File: config.mk
export PLATFORM = sky130hd
export DESIGN_NAME = lsu_ctrl_flat
export DESIGN_NICKNAME = d
export VERILOG_FILES = /design/src/rtl/lsu_ctrl_if.sv /design/src/rtl/lsu_ctrl.sv /design/src/flat_wrapper.sv
export SDC_FILE = /design/constraint.sdc
export NUM_CORES = 1
export LEC_CHECK = 0
export ABC_AREA = 1
export BUFFER_PORTS_ARGS = -buffer_cell sky130_fd_sc_hd__buf_4
export CORE_UTILIZATION = 46
export DETAILED_ROUTE_END_ITERATION = 16
export GPL_ROUTABILITY_DRIVEN = 0
export GPL_TIMING_DRIVEN = 0
export MAX_ROUTING_LAYER = met4
export PLACE_DENSITY_LB_ADDON = 0.1
export SYNTH_ARGS = -nofsm -noshare
export SYNTH_HDL_FRONTEND = slang
export SYNTH_SLANG_ARGS = --single-unit
File: constraint.sdc
create_clock -name clk -period 1.2 [get_ports clk]
set_input_delay 0.18 -clock clk [delete_from_list [all_inputs] [get_ports clk]]
set_output_delay 0.18 -clock clk [all_outputs]
set_load 0.05 [all_outputs]
File: src/rtl/lsu_ctrl_if.sv
// Data-memory req/gnt/rvalid port of the load/store unit.
// master = LSU side, slave = memory side.
interface lsu_ctrl_if #(
  parameter int unsigned DATA_WIDTH     = 32,
  parameter int unsigned MEM_ADDR_WIDTH = 32
);
  logic                      data_req;
  logic                      data_gnt;
  logic                      data_rvalid;
  logic [MEM_ADDR_WIDTH-1:0] data_addr;
  logic                      data_we;
  logic [3:0]                data_be;
  logic [DATA_WIDTH-1:0]     data_wdata;
  logic [DATA_WIDTH-1:0]     data_rdata;

  modport master (
    output data_req, data_addr, data_we, data_be, data_wdata,
    input  data_gnt, data_rvalid, data_rdata
  );

  modport slave (
    input  data_req, data_addr, data_we, data_be, data_wdata,
    output data_gnt, data_rvalid, data_rdata
  );
endinterface

File: src/rtl/lsu_ctrl.sv
// Load/store unit controller: drives the data-memory port, aligns/extends load data,
// pulses valid_lsu_load_o to release the load stall. Optional macro: LSU_MISALIGN_ERR_EN.
module lsu_ctrl #(
  parameter int unsigned DATA_WIDTH     = 32,
  parameter int unsigned ADDR_WIDTH     = 5,
  parameter int unsigned MEM_ADDR_WIDTH = 32
) (
  input  logic                      clk,
  input  logic                      rst_n,
  input  logic                      req_valid_i,
  input  logic                      req_we_i,
  input  logic [1:0]                req_size_i,
  input  logic                      req_unsigned_i,
  input  logic [MEM_ADDR_WIDTH-1:0] req_addr_i,
  input  logic [DATA_WIDTH-1:0]     req_wdata_i,
  input  logic [ADDR_WIDTH-1:0]     req_rd_i,
  output logic                      busy_o,
  lsu_ctrl_if.master                mem,
  output logic                      valid_lsu_load_o,
  output logic                      load_we_o,
  output logic [ADDR_WIDTH-1:0]     load_rd_o,
  output logic [DATA_WIDTH-1:0]     load_rdata_o,
  output logic                      err_o
);

  typedef enum logic [1:0] {IDLE, WAIT_GNT, WAIT_RVALID, RESP} state_e;

  state_e                    state_q, state_d;
  logic [MEM_ADDR_WIDTH-1:0] addr_q, addr_d;
  logic                      we_q, we_d;
  logic [3:0]                be_q, be_d;
  logic [DATA_WIDTH-1:0]     wdata_q, wdata_d;
  logic [1:0]                size_q, size_d;
  logic                      uns_q, uns_d;
  logic [ADDR_WIDTH-1:0]     rd_q, rd_d;
  logic [1:0]                off_q, off_d;
  logic [DATA_WIDTH-1:0]     rdata_q, rdata_d;
  logic                      resp_we_q, resp_we_d;

  logic [3:0]                strobe_be;
  logic [DATA_WIDTH-1:0]     strobe_wdata;
  logic [MEM_ADDR_WIDTH-1:0] strobe_addr;
  logic                      misaligned;
  logic [4:0]                shamt;
  logic [DATA_WIDTH-1:0]     shifted;
  logic [DATA_WIDTH-1:0]     load_ext;

`ifdef LSU_MISALIGN_ERR_EN
  assign misaligned = (req_size_i == 2'b01 && req_addr_i[0]) ||
                      (req_size_i[1] && req_addr_i[1:0] != 2'b00);
  assign err_o      = (state_q == IDLE) && req_valid_i && misaligned;
`else
  assign misaligned = 1'b0;
  assign err_o      = 1'b0;
`endif

  assign strobe_addr = {req_addr_i[MEM_ADDR_WIDTH-1:2], 2'b00};

  always_comb begin
    strobe_be    = 4'b1111;
    strobe_wdata = req_wdata_i;
    case (req_size_i)
      2'b00: begin
        strobe_be    = 4'b0001 << req_addr_i[1:0];
        strobe_wdata = {4{req_wdata_i[7:0]}};
      end
      2'b01: begin
        strobe_be    = req_addr_i[1] ? 4'b1100 : 4'b0011;
        strobe_wdata = {2{req_wdata_i[15:0]}};
      end
      default: begin
        strobe_be    = 4'b1111;
        strobe_wdata = req_wdata_i;
      end
    endcase
  end

  // Extraction uses only the captured size/offset; its result is registered before leaving.
  always_comb begin
    case (size_q)
      2'b00:   shamt = {off_q, 3'b000};
      2'b01:   shamt = {off_q[1], 4'b0000};
      default: shamt = 5'd0;
    endcase
    shifted = data_rdata_shift(mem.data_rdata, shamt);
    case (size_q)
      2'b00:   load_ext = {{24{~uns_q & shifted[7]}}, shifted[7:0]};
      2'b01:   load_ext = {{16{~uns_q & shifted[15]}}, shifted[15:0]};
      default: load_ext = shifted;
    endcase
  end

  function automatic logic [DATA_WIDTH-1:0] data_rdata_shift(input logic [DATA_WIDTH-1:0] d,
                                                             input logic [4:0] sh);
    return d >> sh;
  endfunction

  always_comb begin
    state_d        = state_q;
    addr_d         = addr_q;
    we_d           = we_q;
    be_d           = be_q;
    wdata_d        = wdata_q;
    size_d         = size_q;
    uns_d          = uns_q;
    rd_d           = rd_q;
    off_d          = off_q;
    rdata_d        = rdata_q;
    resp_we_d      = resp_we_q;
    mem.data_req   = 1'b0;
    mem.data_addr  = '0;
    mem.data_we    = 1'b0;
    mem.data_be    = '0;
    mem.data_wdata = '0;
    case (state_q)
      IDLE: begin
        if (req_valid_i) begin
          addr_d  = strobe_addr;
          we_d    = req_we_i;
          be_d    = strobe_be;
          wdata_d = strobe_wdata;
          size_d  = req_size_i;
          uns_d   = req_unsigned_i;
          rd_d    = req_rd_i;
          off_d   = req_addr_i[1:0];
          if (misaligned) begin
            // Misaligned load still completes so the stall releases, but without a write.
            if (!req_we_i) begin
              rdata_d   = '0;
              resp_we_d = 1'b0;
              state_d   = RESP;
            end
          end else begin
            mem.data_req   = 1'b1;
            mem.data_addr  = strobe_addr;
            mem.data_we    = req_we_i;
            mem.data_be    = strobe_be;
            mem.data_wdata = strobe_wdata;
            if (mem.data_gnt) state_d = req_we_i ? IDLE : WAIT_RVALID;
            else              state_d = WAIT_GNT;
          end
        end
      end
      WAIT_GNT: begin
        mem.data_req   = 1'b1;
        mem.data_addr  = addr_q;
        mem.data_we    = we_q;
        mem.data_be    = be_q;
        mem.data_wdata = wdata_q;
        if (mem.data_gnt) state_d = we_q ? IDLE : WAIT_RVALID;
      end
      WAIT_RVALID: begin
        if (mem.data_rvalid) begin
          rdata_d   = load_ext;
          resp_we_d = 1'b1;
          state_d   = RESP;
        end
      end
      RESP: begin
        state_d = IDLE;
      end
      default: state_d = IDLE;
    endcase
  end

  always_ff @(posedge clk) begin
    if (!rst_n) begin
      state_q   <= IDLE;
      addr_q    <= '0;
      we_q      <= 1'b0;
      be_q      <= '0;
      wdata_q   <= '0;
      size_q    <= '0;
      uns_q     <= 1'b0;
      rd_q      <= '0;
      off_q     <= '0;
      rdata_q   <= '0;
      resp_we_q <= 1'b0;
    end else begin
      state_q   <= state_d;
      addr_q    <= addr_d;
      we_q      <= we_d;
      be_q      <= be_d;
      wdata_q   <= wdata_d;
      size_q    <= size_d;
      uns_q     <= uns_d;
      rd_q      <= rd_d;
      off_q     <= off_d;
      rdata_q   <= rdata_d;
      resp_we_q <= resp_we_d;
    end
  end

  assign busy_o           = (state_q != IDLE);
  assign valid_lsu_load_o = (state_q == RESP);
  assign load_we_o        = (state_q == RESP) && resp_we_q;
  assign load_rd_o        = (state_q == RESP) ? rd_q : '0;
  assign load_rdata_o     = (state_q == RESP) ? rdata_q : '0;

endmodule
File: src/flat_wrapper.sv
// flat-port wrapper written by rule: the top's interface ports become plain ports
module lsu_ctrl_flat 
#(
  parameter int unsigned DATA_WIDTH     = 32,
  parameter int unsigned ADDR_WIDTH     = 5,
  parameter int unsigned MEM_ADDR_WIDTH = 32
)
  (clk, rst_n, req_valid_i, req_we_i, req_size_i, req_unsigned_i, req_addr_i, req_wdata_i, req_rd_i, busy_o, valid_lsu_load_o, load_we_o, load_rd_o, load_rdata_o, err_o, mem_data_req, mem_data_addr, mem_data_we, mem_data_be, mem_data_wdata, mem_data_gnt, mem_data_rvalid, mem_data_rdata);
  lsu_ctrl_if #(.DATA_WIDTH(DATA_WIDTH), .MEM_ADDR_WIDTH(MEM_ADDR_WIDTH)) mem_i ();
  input  logic clk;
  input  logic rst_n;
  input  logic req_valid_i;
  input  logic req_we_i;
  input  logic [1:0] req_size_i;
  input  logic req_unsigned_i;
  input  logic [MEM_ADDR_WIDTH-1:0] req_addr_i;
  input  logic [DATA_WIDTH-1:0] req_wdata_i;
  input  logic [ADDR_WIDTH-1:0] req_rd_i;
  output logic busy_o;
  output logic valid_lsu_load_o;
  output logic load_we_o;
  output logic [ADDR_WIDTH-1:0] load_rd_o;
  output logic [DATA_WIDTH-1:0] load_rdata_o;
  output logic err_o;
  output wire logic [$bits(mem_i.data_req)-1:0] mem_data_req;
  output wire logic [$bits(mem_i.data_addr)-1:0] mem_data_addr;
  output wire logic [$bits(mem_i.data_we)-1:0] mem_data_we;
  output wire logic [$bits(mem_i.data_be)-1:0] mem_data_be;
  output wire logic [$bits(mem_i.data_wdata)-1:0] mem_data_wdata;
  input wire logic [$bits(mem_i.data_gnt)-1:0] mem_data_gnt;
  input wire logic [$bits(mem_i.data_rvalid)-1:0] mem_data_rvalid;
  input wire logic [$bits(mem_i.data_rdata)-1:0] mem_data_rdata;
  assign mem_data_req = mem_i.data_req;
  assign mem_data_addr = mem_i.data_addr;
  assign mem_data_we = mem_i.data_we;
  assign mem_data_be = mem_i.data_be;
  assign mem_data_wdata = mem_i.data_wdata;
  assign mem_i.data_gnt = mem_data_gnt;
  assign mem_i.data_rvalid = mem_data_rvalid;
  assign mem_i.data_rdata = mem_data_rdata;
  lsu_ctrl #(.DATA_WIDTH(DATA_WIDTH), .ADDR_WIDTH(ADDR_WIDTH), .MEM_ADDR_WIDTH(MEM_ADDR_WIDTH)) u_core (.clk(clk), .rst_n(rst_n), .req_valid_i(req_valid_i), .req_we_i(req_we_i), .req_size_i(req_size_i), .req_unsigned_i(req_unsigned_i), .req_addr_i(req_addr_i), .req_wdata_i(req_wdata_i), .req_rd_i(req_rd_i), .busy_o(busy_o), .mem(mem_i), .valid_lsu_load_o(valid_lsu_load_o), .load_we_o(load_we_o), .load_rd_o(load_rd_o), .load_rdata_o(load_rdata_o), .err_o(err_o));
endmodule
# After elaboration in Yosys (flattened, before gate mapping)
# Index checks and enable logic that the tools add are counted.
[totals]
out_inout_bits = 111
register_bits = 112
elab_cells = 56
[classes]
n_bitwise = 3
n_eq_ne = 8
reduce_logical = 8
mux = 24
n_shift = 2
[op_table]
columns = ["cell", "count"]
rows = [
  ["case mux 32 bit (2 select lines)", 4],
  ["2-to-1 mux 32 bit", 3],
  [">> shifter 32 x 5 -> 32 bit", 1],
  ["case mux 4 bit (2 select lines)", 2],
  ["2-to-1 mux 2 bit", 6],
  ["case mux 5 bit (2 select lines)", 1],
  ["2-to-1 mux 4 bit", 2],
  ["case mux 2 bit (4 select lines)", 1],
  ["equality test 2 x 1 -> 1 bit (second input constant)", 3],
  ["zero test 2 bit", 3],
  ["!= test 2 bit (second input constant)", 3],
  ["2-to-1 mux 5 bit", 1],
  ["equality test 2 bit (second input constant)", 2],
  ["case mux 1 bit (2 select lines)", 2],
  ["AND reduction 2 bit", 2],
  ["left shift 1 x 2 -> 4 bit (first input constant)", 1],
  ["AND reduction 3 bit", 1],
  ["bitwise AND 1 bit", 2],
  ["2-to-1 mux 1 bit", 2],
  ["nonzero test 2 bit", 1],
  ["logical AND 1 bit", 1],
  ["NOT 1 bit", 1],
]

# Longest topological paths before layout
# Gate-level depths: netlist (run 1).
[logic_depth]
word_depth = 5
depth_mapped = 11
depth_no_buf = 9

# Worst setup path after synthesis (run 1)
# No wires, ideal clock.
[synth_timing]
path_type = "reg-to-output"
startpoint = "register u_core.state_q[0]"
endpoint = "output port mem_data_we"
slack_ps = -600
t_required_ps = 1020
arrival_ps = 1620
path_stages_with_launch = 8
path_cell_list = "dfxtp_1 > buf_2 > nor2_4 > nand2_2 > inv_1 > buf_4 > nand2_1 > a21oi_1"
[synth_via]
elab_chain_len = 2
elab_cells_between_ends = 3
cone_classes = "eq/ne: 1; mux: 1; reduce/logical: 1"
[synth_rtl]
columns = ["item", "line_no", "text"]
rows = [
  ["start: declaration", "lsu_ctrl.sv:28", "state_e state_q, state_d;"],
  ["start signal: assignment", "lsu_ctrl.sv:180", "state_q <= state_d;"],
  ["equality test 2 x 1 -> 1 bit / zero test 2 bit (equally long branches)", "lsu_ctrl.sv:115", "case (state_q)"],
  ["case mux 1 bit (2 select lines) *", "lsu_ctrl.sv:115", ""],
  ["end: declaration", "flat_wrapper.sv:27", "output wire logic [$bits(mem_i.data_we)-1:0] mem_data_we;"],
]
# Every way passes the cells marked *; elsewhere a longest branch is shown, timed or not.

# Worst setup path after layout (run 1)
[layout_timing]
startpoint = "input port req_size_i[1]"
endpoint = "output port mem_data_wdata[28]"
[layout_via]
elab_chain_len = 4
elab_cells_between_ends = 5
cone_classes = "eq/ne: 1; mux: 3; reduce/logical: 1"
[layout_rtl]
columns = ["item", "line_no", "text"]
rows = [
  ["start: declaration", "flat_wrapper.sv:14", "input logic [1:0] req_size_i;"],
  ["equality test 2 x 1 -> 1 bit / zero test 2 bit (equally long branches)", "lsu_ctrl.sv:62", "case (req_size_i)"],
  ["case mux 32 bit (2 select lines) *", "lsu_ctrl.sv:62", ""],
  ["2-to-1 mux 32 bit *", "lsu_ctrl.sv:117", "if (req_valid_i) begin"],
  ["case mux 32 bit (2 select lines) *", "lsu_ctrl.sv:115", ""],
  ["end: declaration", "flat_wrapper.sv:29", "output wire logic [$bits(mem_i.data_wdata)-1:0] mem_data_wdata;"],
]
# Marked as above.

==> impl_results.md, run 1 <==
* Post-layout util at 0.926
* Share of synthesized registers carrying an async set or reset at 0
* Vias per cell at 6.34
* Vias in the first global route at 8506
* Critical path required time at 1.02 ns
* Pwr/cell area at 1270 nW/µm²
* Post-synthesis sequential area ratio at 0.364
* Antenna Nets Post-Route at 0
* Die Height at 118 µm
* DRC Markers at 0
* TritonCTS clock tree: built
* Rel. slew slack at 0.434
* Final worst setup slack at -0.881 ns
* Post-synthesis xor/xnor area fraction at 0
* Via count at 9193
* CP Class: in2out
* R2r startpoint: u_core.state_q[0]
* Sw Share at 0.399
* Grt ovf at 0
* Hold-fix buffers, CTS at 0
* Final hold violations at 0
* Synth Area in Adders at 0
* Crit. End Element: primary output
* Clock latency on the worst-skew pair at 0.37 ns
* Post-DP HPWL at 15.1 mm
* Post-synth EDFFs at 0
* CTS H-tree depth at 3
* Min-delay worst type: in2reg
* Final worst path period share at 1.73
* Reg clk slew, reported paths at 0.08 ns
* VDD IR-drop max at 1470 µV
* Syn Area/Cell at 6.33 µm²
* Clock power frac at 0.236
* CP Launch Point: req_size_i[1]
* Mapped Area at 6170 µm²
* 1st-pass router iterations at 9
* First-pass GRT wire length at 44.8 mm
* Starting Density at 0.481
* Setup violators final at 219
* ANT cells at 0
* CTS Buf Count at 9
* Wire per inst at 23.6 µm
* Syn-to-layout area delta at 92.5%
* Simple-Gate Fraction of Synth Area at 0.329
* Die Area at 13900 µm²
* Initial antenna violation count at 0
* Sw Pwr at 6020 µW
* Yosys Warn Count at 0
* Hold path cells at 3
* Filler Cell Count at 440
* Mux cell area share after synthesis at 0
* Path depth of the worst reg2reg path at 9
* Root Driver: clkbuf_16
* Synth area leader: dfxtp_1
* Syn Inst Count at 975
* Overall routing resource usage at 0.422
* Max Cap Viol at 0
* Combinational family with the most area after synthesis: simple AND/OR/NAND/NOR gates
* P_int at 9070 µW
* Reg area at 2250 µm²
* I/O pins at 221
* CP Max Fanout at 8
* Die Width at 118 µm
* Part of the power in combinational logic at 0.480
* Num rows at 41
* Worst Clk Skew at 0.00729 ns
* Slew @ Worst Pin at 0.849 ns
* CTS sink cnt at 112
* Pins Over Slew Limit at 0
* Outcome: finished, violations left
* NumNets Final at 1382
* Buffers on Ports at 217
* Lkg Pwr at 0.00531 µW
* Tmin final at 2.08 ns
* Yosys reg bits at 112
* Failing checks: negative setup slack
* Library cells used by synthesis at 27
* Hold Startpoint: req_unsigned_i
* Number of DRC markers in iteration 0 at 1463
* Core area at 12800 µm²
* Routed WL at 34.1 mm
* Synth top area share at 0.364
* RSZ-0062 raised after global routing: true
* Share of cells above drive strength 1 at 0.495
* F_max at 481 MHz
* Cell with the most instances after synthesis: nand2_1
* Area of the multi-input gates at 4640 µm²
* Clock buffer depth at 2
* Dominant cells by area after synthesis: dfxtp_1, nand2_1, nand3_1
* Flop pwr share at 0.284
* Ys flop type: dfxtp_1
* Largest net degree at the start of global routing at 17
* Worst slack, placed at -0.508 ns
* Synth Area in Compound Gates at 0.154
* Synth top cells by count: nand2_1, nand3_1, inv_1, a21oi_1, dfxtp_1
* CP startpoint kind: input pin
* Crit path DAT at 1.90 ns
-- critical path, stage by stage --
cell and delay [ns]:
buf_4 0.11, inv_1 0.07, nand2_1 0.50, nor2_1 0.14, a21oi_1 0.30, o211ai_1 0.29, nand2_4 0.13, buf_6 0.16
-- worst paths after layout --
| path | end | slack (ns) |
|---|---|---|
| worst min-delay path | u_core.uns_q | 0.08 |
| worst max-delay path | mem_data_wdata[28] | -0.88 |
| worst min register to register | u_core.addr_q[19] | 0.47 |
| worst max register to register | u_core.addr_q[6] | -0.55 |
-- registers in the layout, summed over array words and instances, names as in the netlist --
name	flops
u_core.size_q	2
u_core.we_q	1
u_core.rd_q	5
u_core.uns_q	1
u_core.resp_we_q	1
u_core.rdata_q	32
u_core.wdata_q	32
u_core.off_q	2
u_core.addr_q	30
u_core.state_q	2
u_core.be_q	4
-- cell type report --
| class | count | area share |
|---|---|---|
| Buffer | 70 | 0.0688 |
| Clock buffer | 13 | 0.0202 |
| Clock inverter | 3 | 0.00759 |
| Inverter | 140 | 0.0454 |
| Multi-Input combinational cell | 653 | 0.391 |
| Sequential cell | 112 | 0.190 |
| Tap cell | 172 | 0.0181 |
| Timing Repair Buffer | 286 | 0.259 |
-- cells in the final DEF, fill, tap and decap left out, types with 4 or more instances in the layout --
cell	n
buf_4	158
nand2_1	150
inv_1	124
dfxtp_1	108
nand3_1	104
a21oi_1	100
buf_6	89
nand2_4	62
buf_8	58
nor2_4	53
nand2_2	45
nand3_2	33
o21ai_1	17
clkbuf_1	15
a21oi_2	14
clkbuf_16	13
buf_12	12
nand3_4	11
o21ai_0	11
a21oi_4	10
inv_2	10
o21ai_2	9
buf_16	9
clkbuf_2	5
o221ai_4	5
o211ai_1	5
nor2_1	4
o22ai_4	4
o22ai_2	4
clkbuf_8	4
-- layer usage --
| metal | GRT usage | wire [µm] | vias to the layer above |
|---|---|---|---|
| li1 | - | - | 3715 |
| met1 | 0.467 | 11200 | 4187 |
| met2 | 0.697 | 15600 | 912 |
| met3 | 0.0761 | 3900 | 379 |
| met4 | 0.273 | 3420 | 0 |
| met5 | - | 0 | - |
-- metrics by stage --
step | power, µW | instances | setup TNS (ns) | hold WS, ns | instance area [µm²]
2_1_floorplan | 7810 | 977 | -13.07 | 0.318 | 7420
3_3_place_gp | 9070 | 1366 | -64.50 | 0.438 | 9260
3_5_place_dp | 9130 | 1366 | -67.17 | 0.443 | 9260
4_1_cts | 14200 | 1440 | -94.15 | 0.0676 | 11600
5_1_grt | 15400 | 1449 | -108.69 | 0.0854 | 11900
6_report | 15100 | 1449 | -102.35 | 0.0821 | 11900
-- cell families after synthesis --
family	after synthesis
DFF	112
AOI/OAI and AO/OA	181
and+or+nand+nor	467
buffers and inverters	214
other	1
-- repair_timing --
item | 4_1_cts | 5_1_grt
cloned | 22 | 1
pin swaps | 42 | 15
setup buffers | 39 | 9
gates resized for setup | 330 | 59
endpoints found under the setup margin | 218 | 220
-- power by group through the flow --
| stage | Combinational (µW) | Sequential [µW] | Clock [µW] |
|---|---|---|---|
| after floorplan | 3550 | 4260 | 0 |
| after global placement | 4790 | 4280 | 0 |
| final | 7240 | 4290 | 3560 |
| after detailed placement | 4840 | 4290 | 0 |
| after CTS | 6490 | 4220 | 3460 |
| after global routing | 7440 | 4300 | 3680 |
(Power assumes the default switching activity.)
==> run 2, diff against run 1 <==
--- a/config.mk
+++ b/config.mk
@@ -7,7 +7,8 @@
 export LEC_CHECK = 0
 export ABC_AREA = 1
 export BUFFER_PORTS_ARGS = -buffer_cell sky130_fd_sc_hd__buf_4
-export CORE_UTILIZATION = 46
+export CORE_UTILIZATION = 47
+export CTS_BUF_LIST = sky130_fd_sc_hd__clkbuf_2 sky130_fd_sc_hd__clkbuf_4 sky130_fd_sc_hd__clkbuf_8
 export DETAILED_ROUTE_END_ITERATION = 16
 export GPL_ROUTABILITY_DRIVEN = 0
 export GPL_TIMING_DRIVEN = 0
==> impl_results.md, run 2 (synthesized netlist as in run 1, its figures left out) <==
* Largest regs: u_core.rdata_q (32), u_core.wdata_q (32), u_core.addr_q (30)
* CTS Buf Count at 9
* Worst slack, placed at -0.536 ns
* Starting Density at 0.485
* Lkg Pwr at 0.00496 µW
* Via count at 8003
* Critical path required time at 1.02 ns
* Top delay family on crit path: simple AND/OR/NAND/NOR gates
* Min-delay worst type: in2reg
* Final worst path period share at 1.68
* CP Class: reg2out
* Final worst setup slack at -0.820 ns
* CP Launch Point: u_core.state_q[0]
* Placed insts at 1366
* F_max at 495 MHz
* Buffers on Ports at 217
* Antenna Nets Post-Route at 0
* Hold Startpoint: req_unsigned_i
* Setup violators final at 219
* VDD IR-drop max at 1300 µV
* I/O pins at 221
* CP peak stage delay at 0.37 ns
* Crit path DAT at 1.84 ns
* Leading cell type in the layout, fill and taps excluded: buf_4
* WP buf/inv at 3
* Post-layout util at 0.877
* Routed WL at 25.5 mm
* Vias in the first global route at 7336
* TritonCTS clock tree: built
* Failing checks: negative setup slack
* Worst path slowest cell: dfxtp_4
* Crit. End Element: primary output
* Number of DRC markers in iteration 0 at 837
* R2r startpoint: u_core.state_q[0]
* Die Area at 13600 µm²
* DRC Markers at 0
* Rel. slew slack at 0.279
* Tmin final at 2.02 ns
* Share of cells above drive strength 1 at 0.500
* First-pass GRT wire length at 35.2 mm
* Die Width at 117 µm
* Num rows at 41
* Root Driver: clkbuf_8
* CP startpoint kind: register
* 1st-pass router iterations at 6
* Vias per cell at 5.61
* Largest net degree at the start of global routing at 18
* Most frequent cells in the layout: buf_4, nand2_1, inv_1
* NumNets Final at 1361
* Reg clk slew, reported paths at 0.10 ns
* CP Cell Sequence: nor2_4, nand2_4, buf_8, buf_12, nor2_4, o22ai_4, nand2_4, buf_8
* Core area at 12700 µm²
* Final Cell Area at 11200 µm²
* CTS sink cnt at 112
* Syn-to-layout area delta at 80.9%
* Clock buffer depth at 2
* Cell Area, Placed at 9260 µm²
* Pins Over Slew Limit at 0
* Grt ovf at 0
* Post-DP HPWL at 15.1 mm
* Overall routing resource usage at 0.345
* Pwr Total at 13000 µW
* Outcome: finished, violations left
* Max Cap Viol at 0
* CTS H-tree depth at 3
* Fin cells at 1427
* Wire per inst at 17.9 µm
* Pwr/cell area at 1160 nW/µm²
* Final hold violations at 0
* CP Max Fanout at 8
* Die Height at 117 µm
* Slew @ Worst Pin at 1.08 ns
* RSZ-0062 raised after global routing: true
* Initial antenna violation count at 0
* ANT cells at 0
* Worst Clk Skew at 0.00689 ns
* Clock latency on the worst-skew pair at 0.39 ns
* Hold-fix buffers, CTS at 0
==> run 2: worst min-delay path: cells and delay by family <==
family                 cells  cell delay (ns)
buffers and inverters      1             0.08
and+or+nand+nor            1             0.08
AOI/OAI and AO/OA          1             0.05
==> run 2: per-stage QoR <==
stage	hold WS [ns]	TNS (ns)
floorplan	0.318	-13.07
global placement	0.438	-62.91
global route	0.0561	-107.26
finish	0.0416	-95.15
detailed placement	0.446	-65.40
CTS	0.0211	-88.43
==> run 2: final cells by class <==
cell class	instances	area (µm²)
buffer	72	756
fill	662	1570
inverter	140	537
clock buffer	10	138
multi-input combinational	651	4580
timing repair buffer	265	2630
clock inverter	5	56.3
tap	172	215
sequential	112	2250
==> run 2: power by group <==
part / total (µW) / internal [µW] / switching (µW) / leakage [µW]
clock: 2330 / 1010 / 1320 / 0.0000985
combinational: 6410 / 2590 / 3820 / 0.00394
sequential: 4250 / 4060 / 187 / 0.000920
==> run 2: final timing paths <==
kind | depth (start not counted) | slack (ns) | end
worst max-delay path | 8 | -0.82 | mem_data_wdata[21]
worst max register to register | 8 | -0.34 | u_core.wdata_q[19]
worst min-delay path | 3 | 0.04 | u_core.uns_q
worst min register to register | 2 | 0.47 | u_core.wdata_q[9]
==> run 2: repair_timing <==
item                                    CTS  global route
setup buffers                            30            16
gates cloned                              1             3
endpoints found under the setup margin  219           220
resized for setup                       232           118
pin swaps                                35            20
==> run 2: per-layer routing <==
layer | vias up | wire length (µm) | GRT usage
met3 | 128 | 1830 | 0.0742
met4 | 0 | 1390 | 0.144
met1 | 3772 | 9290 | 0.380
li1 | 3655 | - | -
met2 | 448 | 13000 | 0.600
met5 | - | 0 | -
==> run 3, diff against run 2 <==
--- a/config.mk
+++ b/config.mk
@@ -7,7 +7,7 @@
 export LEC_CHECK = 0
 export ABC_AREA = 1
 export BUFFER_PORTS_ARGS = -buffer_cell sky130_fd_sc_hd__buf_4
-export CORE_UTILIZATION = 47
+export CORE_UTILIZATION = 28
 export CTS_BUF_LIST = sky130_fd_sc_hd__clkbuf_2 sky130_fd_sc_hd__clkbuf_4 sky130_fd_sc_hd__clkbuf_8
 export DETAILED_ROUTE_END_ITERATION = 16
 export GPL_ROUTABILITY_DRIVEN = 0
==> impl_results.md, run 3 (synthesized netlist as in run 1, its figures left out) <==
* ANT cells at 0
* Most frequent cells in the layout: buf_4, inv_1, dfxtp_1
* CP peak stage delay at 0.37 ns
* Final Cell Area at 13400 µm²
* CP Cell Sequence: nor2_4, nand2_4, buf_8, buf_12, nor2_4, o22ai_2, nand2_4, buf_8
* Max Cap Viol at 0
* Setup violators final at 220
* Post-DP HPWL at 17.1 mm
* Vias in the first global route at 7318
* Crit path DAT at 1.78 ns
* TritonCTS clock tree: built
* Largest net degree at the start of global routing at 19
* Clock latency on the worst-skew pair at 0.39 ns
* Reg area at 2250 µm²
* Number of DRC markers in iteration 0 at 452
* Final worst path period share at 1.64
* Rel. slew slack at 0.362
* Worst Clk Skew at 0.0149 ns
* Lkg Pwr at 0.00586 µW
* Area of the multi-input gates at 5430 µm²
* Post-layout util at 0.630
* Routed WL at 26.5 mm
* Initial antenna violation count at 0
* 1st-pass router iterations at 5
* Die Height at 150 µm
* Critical path required time at 1.02 ns
* Wire per inst at 16.6 µm
* CTS H-tree depth at 3
* Via count at 7638
* Crit. End Element: primary output
* Failing checks: negative setup slack
* NumNets Final at 1424
* Core area at 21300 µm²
* I/O pins at 221
* F_max at 509 MHz
* CP Class: reg2out
* VDD IR-drop max at 643 µV
* Starting Density at 0.290
* Pins Over Slew Limit at 0
* Slew @ Worst Pin at 0.957 ns
* Hold_ws at 0.0330 ns
* Hold-fix buffers, CTS at 0
* Tmin final at 1.96 ns
* Root Driver: clkbuf_8
* Cell Area, Placed at 9390 µm²
* Placed insts at 1469
* Grt ovf at 0
* CP startpoint kind: register
* Pwr/cell area at 1080 nW/µm²
* RSZ-0062 raised after global routing: true
* WP buf/inv at 3
* Worst path slowest cell: dfxtp_4
* Die Width at 150 µm
* Antenna Nets Post-Route at 0
* Reg clk slew, reported paths at 0.10 ns
* Largest regs: u_core.rdata_q (32), u_core.wdata_q (32), u_core.addr_q (30)
* Fin cells at 1594
* Num rows at 53
* Min-delay worst type: in2reg
* Final hold violations at 0
* CTS Buf Count at 9
* Overall routing resource usage at 0.228
* Top delay family on crit path: simple AND/OR/NAND/NOR gates
* Outcome: finished, violations left
* Clock buffer depth at 2
* DRC Markers at 0
* CTS sink cnt at 112
* Final worst setup slack at -0.763 ns
* Leading cell type in the layout, fill and taps excluded: buf_4
* First-pass GRT wire length at 38.4 mm
* Syn-to-layout area delta at 117%
* Die Area at 22600 µm²
* Buffers on Ports at 217
* Vias per cell at 4.79
* Filler Cell Count at 1790
* CP Max Fanout at 8
* Share of cells above drive strength 1 at 0.606
==> run 3: cell types whose count changed in the layout (fill, tap and decap cells not counted), moves of 13 or more <==
cell and change:
nand2_1 -49, nand3_4 +13, a21oi_2 +42, a21oi_1 -39
buf_4 -19, nand2_4 +43, buf_6 +41, buf_12 +18
nand3_1 -16, nand2_8 +14
==> run 3: final timing paths <==
check	start	to	slack [ns]	cells past startpoint
setup / recovery	u_core.state_q[1]	mem_data_wdata[20]	-0.76	8
hold / removal	req_unsigned_i	u_core.uns_q	0.03	3
setup reg to reg	u_core.state_q[1]	u_core.rdata_q[6]	-0.50	11
hold reg to reg	u_core.wdata_q[23]	u_core.wdata_q[23]	0.47	2
==> run 3: layer usage <==
layer / wire length, µm / up-vias / track usage
li1: - / 3800 / -
met1: 11000 / 3582 / 0.266
met2: 13200 / 220 / 0.388
met3: 1680 / 36 / 0.0536
met4: 571 / 0 / 0.0641
met5: 0 / - / -
==> run 3: area by class of cell <==
type                    count  share of cell area
plain buffers              68              0.0602
clock buffers              10              0.0103
clock inverters             6             0.00495
inverters                 140              0.0416
multi-input cells         652               0.405
flip-flops and latches    112               0.168
well taps                 275              0.0257
repair buffers            331               0.284
==> run 3: power by group <==
group | internal, µW | leakage [µW] | switching [µW]
sequential | 4060 | 0.000920 | 224
clock | 1040 | 0.000107 | 1390
combinational | 3480 | 0.00483 | 4290
==> run 3: worst reg2reg max path, stage by stage (launching register included) <==
cell and delay [ns]:
dfxtp_4 0.38, buf_4 0.11, buf_8 0.11, clkinv_8 0.06, buf_4 0.14, nor2_4 0.14, nand2_8 0.13, buf_8 0.17
buf_8 0.14, a21oi_2 0.12, o21ai_1 0.09, inv_1 0.05
==> run 3: stage by stage <==
stage	total power [µW]	worst slack, ns	TNS [ns]
after floorplan	7810	-0.231	-13.07
after global placement	9210	-0.587	-76.05
after detailed placement	9220	-0.590	-77.88
after CTS	13600	-0.783	-101.69
after global routing	15200	-0.850	-126.16
final	14500	-0.763	-111.28
==> run 3: repair_timing <==
item | 4_1_cts | 5_1_grt
endpoints found under the setup margin | 219 | 220
gates resized for setup | 384 | 287
pin swaps | 77 | 75
buffers inserted | 75 | 25
cloned | 12 | 12
